--- src/rtl/bf_exec_unit_if.sv ---
// Executor-side bus: program ROM fetch, tape-memory pulse interface and byte I/O.
// out_* / in_*: a byte moves on a rising edge where valid and ready are both high.
interface bf_exec_unit_if #(
    parameter int PC_WIDTH = 10
);
    logic [PC_WIDTH-1:0] prog_addr;
    logic [7:0]          prog_data;

    logic [7:0]          ptr_value;
    logic [7:0]          ptr_new_value;
    logic                ptr_set_value;
    logic                ptr_move;
    logic                ptr_move_dir;
    logic                roll_back;

    logic [7:0]          out_data;
    logic                out_valid;
    logic                out_ready;

    logic [7:0]          in_data;
    logic                in_valid;
    logic                in_ready;

    modport master (
        output prog_addr,
        input  prog_data,
        input  ptr_value,
        output ptr_new_value,
        output ptr_set_value,
        output ptr_move,
        output ptr_move_dir,
        output roll_back,
        output out_data,
        output out_valid,
        input  out_ready,
        input  in_data,
        input  in_valid,
        output in_ready
    );

    modport slave (
        input  prog_addr,
        output prog_data,
        output ptr_value,
        input  ptr_new_value,
        input  ptr_set_value,
        input  ptr_move,
        input  ptr_move_dir,
        input  roll_back,
        input  out_data,
        input  out_valid,
        output out_ready,
        output in_data,
        output in_valid,
        input  in_ready
    );
endinterface

--- src/rtl/bf_exec_unit.sv ---
// Brainfuck instruction executor: fetch/decode from a combinational ROM, loop stack,
// tape pulses to the memory stage and byte I/O handshakes.
module bf_exec_unit #(
    parameter int PC_WIDTH    = 10,
    parameter int STACK_DEPTH = 16
) (
    input  logic                 working_clock,
    input  logic                 reset,
    input  logic                 start,
    bf_exec_unit_if.master       bus,
    output logic                 busy,
    output logic                 halted,
    output logic                 error,
    output logic [3:0]           state_dbg
);
    localparam int SP_W = $clog2(STACK_DEPTH) + 1;
    localparam int SD_W = PC_WIDTH + 1;

    localparam logic [7:0] OP_INC  = 8'h2B;
    localparam logic [7:0] OP_DEC  = 8'h2D;
    localparam logic [7:0] OP_RIGHT = 8'h3E;
    localparam logic [7:0] OP_LEFT = 8'h3C;
    localparam logic [7:0] OP_OUT  = 8'h2E;
    localparam logic [7:0] OP_IN   = 8'h2C;
    localparam logic [7:0] OP_LOOP = 8'h5B;
    localparam logic [7:0] OP_END  = 8'h5D;

    typedef enum logic [3:0] {
        S_IDLE  = 4'd0,
        S_START = 4'd1,
        S_FETCH = 4'd2,
        S_EXEC  = 4'd3,
        S_SKIP  = 4'd4,
        S_OUT   = 4'd5,
        S_IN    = 4'd6,
        S_HALT  = 4'd7,
        S_ERR   = 4'd8
    } state_t;

    state_t              state, state_n;
    logic [PC_WIDTH-1:0] pc, pc_n;
    logic [SP_W-1:0]     sp, sp_n;
    logic [SD_W-1:0]     skip_depth, skip_n;
    logic [7:0]          instr, instr_n;
    logic [7:0]          out_data_q, out_data_n;
    logic                out_valid_q, out_valid_n;
    logic                push;

    logic [PC_WIDTH-1:0] stack [STACK_DEPTH];

    logic [PC_WIDTH-1:0] pc_inc;
    logic [SP_W-1:0]     sp_dec;
    logic [SP_W-2:0]     top_idx;
    logic [SP_W-2:0]     push_idx;
    logic                cell_zero;

    assign pc_inc    = pc + 1'b1;
    assign sp_dec    = sp - 1'b1;
    assign top_idx   = sp_dec[SP_W-2:0];
    assign push_idx  = sp[SP_W-2:0];
    assign cell_zero = (bus.ptr_value == 8'h00);

    always_ff @(posedge working_clock) begin
        if (reset) begin
            state       <= S_IDLE;
            pc          <= '0;
            sp          <= '0;
            skip_depth  <= '0;
            instr       <= '0;
            out_data_q  <= '0;
            out_valid_q <= 1'b0;
        end else begin
            state       <= state_n;
            pc          <= pc_n;
            sp          <= sp_n;
            skip_depth  <= skip_n;
            instr       <= instr_n;
            out_data_q  <= out_data_n;
            out_valid_q <= out_valid_n;
        end
    end

    // Loop-start addresses; contents are only meaningful below sp, so no reset.
    always_ff @(posedge working_clock) begin
        if (push) begin
            stack[push_idx] <= pc;
        end
    end

    always_comb begin
        state_n           = state;
        pc_n              = pc;
        sp_n              = sp;
        skip_n            = skip_depth;
        instr_n           = instr;
        out_data_n        = out_data_q;
        out_valid_n       = out_valid_q;
        push              = 1'b0;
        bus.ptr_set_value = 1'b0;
        bus.ptr_new_value = 8'h00;
        bus.ptr_move      = 1'b0;
        bus.ptr_move_dir  = 1'b0;
        bus.roll_back     = 1'b0;
        bus.in_ready      = 1'b0;

        case (state)
            S_IDLE, S_HALT, S_ERR: begin
                if (start) begin
                    state_n = S_START;
                    pc_n    = '0;
                    sp_n    = '0;
                    skip_n  = '0;
                end
            end

            S_START: begin
                bus.roll_back = 1'b1;
                state_n       = S_FETCH;
            end

            S_FETCH: begin
                instr_n = bus.prog_data;
                if (bus.prog_data == 8'h00) begin
                    state_n = S_HALT;
                end else begin
                    state_n = S_EXEC;
                end
            end

            S_EXEC: begin
                state_n = S_FETCH;
                pc_n    = pc_inc;
                case (instr)
                    OP_INC: begin
                        bus.ptr_set_value = 1'b1;
                        bus.ptr_new_value = bus.ptr_value + 8'h01;
                    end
                    OP_DEC: begin
                        bus.ptr_set_value = 1'b1;
                        bus.ptr_new_value = bus.ptr_value - 8'h01;
                    end
                    OP_RIGHT: begin
                        bus.ptr_move     = 1'b1;
                        bus.ptr_move_dir = 1'b1;
                    end
                    OP_LEFT: begin
                        bus.ptr_move     = 1'b1;
                        bus.ptr_move_dir = 1'b0;
                    end
                    OP_OUT: begin
                        pc_n        = pc;
                        out_data_n  = bus.ptr_value;
                        out_valid_n = 1'b1;
                        state_n     = S_OUT;
                    end
                    OP_IN: begin
                        pc_n    = pc;
                        state_n = S_IN;
                    end
                    OP_LOOP: begin
                        if (cell_zero) begin
                            skip_n  = SD_W'(1);
                            state_n = S_SKIP;
                        end else if (sp == SP_W'(STACK_DEPTH)) begin
                            pc_n    = pc;
                            state_n = S_ERR;
                        end else begin
                            push = 1'b1;
                            sp_n = sp + 1'b1;
                        end
                    end
                    OP_END: begin
                        if (sp == '0) begin
                            pc_n    = pc;
                            state_n = S_ERR;
                        end else if (!cell_zero) begin
                            // Re-enter the body just after the matching '['; entry stays pushed.
                            pc_n = stack[top_idx] + 1'b1;
                        end else begin
                            sp_n = sp_dec;
                        end
                    end
                    default: ;
                endcase
            end

            S_SKIP: begin
                pc_n = pc_inc;
                case (bus.prog_data)
                    OP_LOOP: skip_n = skip_depth + 1'b1;
                    OP_END: begin
                        skip_n = skip_depth - 1'b1;
                        if (skip_depth == SD_W'(1)) begin
                            state_n = S_FETCH;
                        end
                    end
                    8'h00: begin
                        pc_n    = pc;
                        state_n = S_ERR;
                    end
                    default: ;
                endcase
            end

            S_OUT: begin
                if (bus.out_ready) begin
                    out_valid_n = 1'b0;
                    pc_n        = pc_inc;
                    state_n     = S_FETCH;
                end
            end

            S_IN: begin
                bus.in_ready = 1'b1;
                if (bus.in_valid) begin
                    bus.ptr_set_value = 1'b1;
                    bus.ptr_new_value = bus.in_data;
                    pc_n              = pc_inc;
                    state_n           = S_FETCH;
                end
            end

            default: state_n = S_IDLE;
        endcase
    end

    assign bus.prog_addr = pc;
    assign bus.out_data  = out_data_q;
    assign bus.out_valid = out_valid_q;

    assign busy      = !(state == S_IDLE || state == S_HALT || state == S_ERR);
    assign halted    = (state == S_HALT);
    assign error     = (state == S_ERR);
    assign state_dbg = state;
endmodule

--- src/flat_wrapper.sv ---
// flat-port wrapper written by rule: the top's interface ports become plain ports
module bf_exec_unit_flat 
#(
    parameter int PC_WIDTH    = 10,
    parameter int STACK_DEPTH = 16
)
  (working_clock, reset, start, busy, halted, error, state_dbg, bus_prog_addr, bus_prog_data, bus_ptr_value, bus_ptr_new_value, bus_ptr_set_value, bus_ptr_move, bus_ptr_move_dir, bus_roll_back, bus_out_data, bus_out_valid, bus_out_ready, bus_in_data, bus_in_valid, bus_in_ready);
  bf_exec_unit_if #(.PC_WIDTH(PC_WIDTH)) bus_i ();
  input  logic working_clock;
  input  logic reset;
  input  logic start;
  output logic busy;
  output logic halted;
  output logic error;
  output logic [3:0] state_dbg;
  output wire logic [$bits(bus_i.prog_addr)-1:0] bus_prog_addr;
  input wire logic [$bits(bus_i.prog_data)-1:0] bus_prog_data;
  input wire logic [$bits(bus_i.ptr_value)-1:0] bus_ptr_value;
  output wire logic [$bits(bus_i.ptr_new_value)-1:0] bus_ptr_new_value;
  output wire logic [$bits(bus_i.ptr_set_value)-1:0] bus_ptr_set_value;
  output wire logic [$bits(bus_i.ptr_move)-1:0] bus_ptr_move;
  output wire logic [$bits(bus_i.ptr_move_dir)-1:0] bus_ptr_move_dir;
  output wire logic [$bits(bus_i.roll_back)-1:0] bus_roll_back;
  output wire logic [$bits(bus_i.out_data)-1:0] bus_out_data;
  output wire logic [$bits(bus_i.out_valid)-1:0] bus_out_valid;
  input wire logic [$bits(bus_i.out_ready)-1:0] bus_out_ready;
  input wire logic [$bits(bus_i.in_data)-1:0] bus_in_data;
  input wire logic [$bits(bus_i.in_valid)-1:0] bus_in_valid;
  output wire logic [$bits(bus_i.in_ready)-1:0] bus_in_ready;
  assign bus_prog_addr = bus_i.prog_addr;
  assign bus_i.prog_data = bus_prog_data;
  assign bus_i.ptr_value = bus_ptr_value;
  assign bus_ptr_new_value = bus_i.ptr_new_value;
  assign bus_ptr_set_value = bus_i.ptr_set_value;
  assign bus_ptr_move = bus_i.ptr_move;
  assign bus_ptr_move_dir = bus_i.ptr_move_dir;
  assign bus_roll_back = bus_i.roll_back;
  assign bus_out_data = bus_i.out_data;
  assign bus_out_valid = bus_i.out_valid;
  assign bus_i.out_ready = bus_out_ready;
  assign bus_i.in_data = bus_in_data;
  assign bus_i.in_valid = bus_in_valid;
  assign bus_in_ready = bus_i.in_ready;
  bf_exec_unit #(.PC_WIDTH(PC_WIDTH), .STACK_DEPTH(STACK_DEPTH)) u_core (.working_clock(working_clock), .reset(reset), .start(start), .bus(bus_i), .busy(busy), .halted(halted), .error(error), .state_dbg(state_dbg));
endmodule
--- config.mk ---
export PLATFORM = sky130hd
export DESIGN_NAME = bf_exec_unit_flat
export DESIGN_NICKNAME = d
export VERILOG_FILES = /design/src/rtl/bf_exec_unit_if.sv /design/src/rtl/bf_exec_unit.sv /design/src/flat_wrapper.sv
export SDC_FILE = /design/constraint.sdc
export NUM_CORES = 1
export LEC_CHECK = 0
export ABC_AREA = 1
export BUFFER_PORTS_ARGS = -buffer_cell sky130_fd_sc_hd__buf_2
export CORE_UTILIZATION = 50
export CTS_CLUSTER_DIAMETER = 50
export DETAILED_ROUTE_END_ITERATION = 10
export PLACE_DENSITY = 0.68
export SLEW_MARGIN = 20
export SYNTH_ARGS = -nofsm -noshare
export SYNTH_HDL_FRONTEND = slang
export SYNTH_SLANG_ARGS = --single-unit
--- constraint.sdc ---
create_clock -name working_clock -period 3.9 [get_ports working_clock]
set_input_delay 0.195 -clock working_clock [delete_from_list [all_inputs] [get_ports working_clock]]
set_output_delay 0.195 -clock working_clock [all_outputs]
set_load 0.01 [all_outputs]
==> flow_metrics.env <==
export IMPL_status="completed"
export IMPL_dp_hpwl_um=16400
export IMPL_ys_top_cells_by_count="297 x nand2_1, 167 x nand3_1, 160 x edfxtp_1"
export IMPL_crit_path_end_kind="output pin"
export IMPL_p_clk_share_pct=26.1
export IMPL_drt_iter0_drc=637
export IMPL_cts_buffers=27
export IMPL_route_antenna_remaining_nets=0
export IMPL_clock_path_buffers=3
export IMPL_crit_required_ns=3.70
export IMPL_yosys_cell_count_top_type="nand2_1"
export IMPL_vdd_ir_drop_max_v=0.000485
export IMPL_rows=52
export IMPL_dp_cells=1474
export IMPL_cp_max_fo=13
export IMPL_pin_count=68
export IMPL_power_uw=9060
export IMPL_combPwrFrac_pct=42.4
export IMPL_fmax_mhz=318
export IMPL_period_share_pct=80.7
export IMPL_crit_type="reg -> out"
export IMPL_via_per_inst=5.41
export IMPL_routed_wl_um=25700
export IMPL_seq_power_share_pct=31.6
export IMPL_die_w_um=145
export IMPL_clkSinkCount=207
export IMPL_die_area_um2=21200
export IMPL_core_area_um2=20200
export IMPL_die_h_um=145
export IMPL_worstSkewPairLatency_ns=0.54
export IMPL_instances_no_fill=1534
export IMPL_ys_seq_elements=207
export IMPL_antenna_found_initial=0
export IMPL_drive_above_1_share_pct=14.2
export IMPL_synth_yosys_warnings=0
export IMPL_yosysTopAreaCell="edfxtp_1"
export IMPL_clk_pin_slew_ns=0.06
export IMPL_dr_pass1_iters=5
export IMPL_wire_per_inst_um=16.7
export IMPL_grt_pass1_vias=7819
export IMPL_synth_nets=1203
export IMPL_synth_edf_count=160
export IMPL_cts_htree_levels=1
export IMPL_swShare_pct=43.7
export IMPL_initial_core_util_pct=50.9
export IMPL_ys_seq_area_share_pct=55.8
export IMPL_slew_headroom_pct=31.3
export IMPL_p_sw_uw=3960
export IMPL_yosys_top_cells_area="edfxtp_1 47%, nand2_1 11%, dfxtp_1 9.1%, nand3_1 8.1%, nor2_1 3.6%"
export IMPL_avgSynthCellArea_um2=8.87
export IMPL_syn_area_um2=10300
export IMPL_syn2layout_area_growth_pct=14.6
export IMPL_rsz0062_at_grt="no"
export IMPL_final_max_slew_viol_count=0
export IMPL_track_usage_pct=24.4
export IMPL_io_buffer_count=67
export IMPL_whs_ns=0.000192
export IMPL_leakagePower_uw=0.00473
export IMPL_antenna_cells=0
export IMPL_p_int_uw=5090
export IMPL_drc=0
export IMPL_start_kind="flop"
export IMPL_cts_setup_buffers=0
export IMPL_synth_top_area_share_pct=46.7
export IMPL_synth_ff_type="edfxtp_1"
export IMPL_final_nets=1285
export IMPL_maxCapViolations=0
export IMPL_finalHoldViolations=0
export IMPL_cts_tree="built"
export IMPL_cts_root_buf="clkbuf_16"
export IMPL_worst_slew_pin_slew_ns=1.03
export IMPL_fin_skew_ns=0.0116
export IMPL_fill_cells=1792
export IMPL_yosysUniqueCellTypes=48
export IMPL_hold_path_class="in -> reg"
export IMPL_fin_setup_tns_ns=0
export IMPL_overflow=0
export IMPL_grt_first_pass_wirelength_um=40900
export IMPL_grt_max_degree=86
export IMPL_period_needed_ns=3.15
export IMPL_syn_inst=1161
export IMPL_vias=8300
export IMPL_setup_violations=0
export IMPL_gp_congestion=0.866
export IMPL_p_per_area_nw_per_um2=768
export IMPL_synthArstFlopShare_pct=0
export IMPL_critical_path_arrival_ns=2.95
-- layout make-up --
type                    instances  area [µm²]  share of cell area (%)
clock buffers                  32         694                    5.89
repair buffers                101         616                    5.22
flip-flops and latches        207        5750                    48.7
multi-input cells             808        3870                    32.8
inverters                      98         370                    3.14
clock inverters                18         160                    1.36
well taps                     270         338                    2.86
-- path summary, 6_finish.rpt --
kind	from	end	slack, ns	cells past startpoint
setup reg to reg	u_core.sp[1]	u_core.bus.prog_addr[8]	0.80	18
setup / recovery	u_core.instr[0]	bus_ptr_new_value[4]	0.75	16
hold reg to reg	u_core.bus.out_data[5]	u_core.bus.out_data[5]	0.44	2
hold / removal	bus_prog_data[7]	u_core.instr[7]	0.0002	3
-- through the flow --
step | setup WS, ns | util [%] | area, µm²
4_1_cts | 0.727 | 58.3 | 11800
5_1_grt | 0.343 | 58.3 | 11800
6_report | 0.751 | 58.3 | 11800
3_3_place_gp | 0.952 | 53.6 | 10800
3_5_place_dp | 0.839 | 53.6 | 10800
2_1_floorplan | 0.954 | - | 10300
-- critical path, stage by stage (launching register included) --
cell and delay, ns:
dfxtp_1 0.41, nand2_1 0.09, inv_2 0.07, nand3_2 0.08, nor2_2 0.46, nand2_1 0.18
nand2_1 0.14, inv_1 0.05, ha_1 0.17, inv_1 0.07, nand2_1 0.07, nand2_1 0.09
o21ai_0 0.10, a21oi_1 0.13, o21ai_0 0.11, nand2_1 0.06, buf_2 0.12
-- routing by layer --
layer | GRT usage, % | wire length, µm | vias up
met1 | 33.3 | 11400 | 3845
met2 | 38.9 | 11700 | 286
li1 | - | - | 4119
met4 | 9.95 | 952 | 0
met3 | 3.98 | 1580 | 50
met5 | 0 | 0 | -
-- cells by family after synthesis --
family | synth area share (%)
buffers and inverters | 6.60
DFF | 55.8
xor gates and xnor gates | 1.18
AOI/OAI and AO/OA | 8.25
and+or+nand+nor | 26.6
adders and majority gates | 1.58
-- power by group through the flow --
stage	clock (µW)	sequential, µW	combinational, µW
final	2360	2860	3840
after global routing	2490	2880	4310
after CTS	2380	2860	3830
after detailed placement	0	2900	3790
after global placement	0	2890	3750
after floorplan	0	2890	2800
-- state kept, by name (all words and copies together), names as in the netlist --
register and flops:
u_core.bus.prog_addr 10, u_core.bus.out_data 8, u_core.bus.out_valid 1, u_core.sp 5, u_core.skip_depth 11, u_core.stack 160
u_core.state_dbg 4, u_core.instr 8
-- cell usage in the layout, fill, tap and decap left out, types with 6 or more instances in the layout --
cell,instances
o21ai_1,18
nand2_2,8
nand2_1,297
a21oi_1,61
buf_4,24
clkinv_1,6
nor2_2,7
nand3_1,167
inv_1,78
nor3_1,17
ha_1,13
buf_2,67
dlygate4sd3_1,10
nand4_1,13
o21ai_0,52
nor2_1,100
inv_2,17
edfxtp_1,160
clkbuf_16,27
xor2_1,11
dfxtp_1,46
-- what timing repair did --
item,in CTS,in global routing
hold endpoints to repair,13,0
hold buffers,10,0
resized for setup,0,0
(Power assumes the default switching activity.)
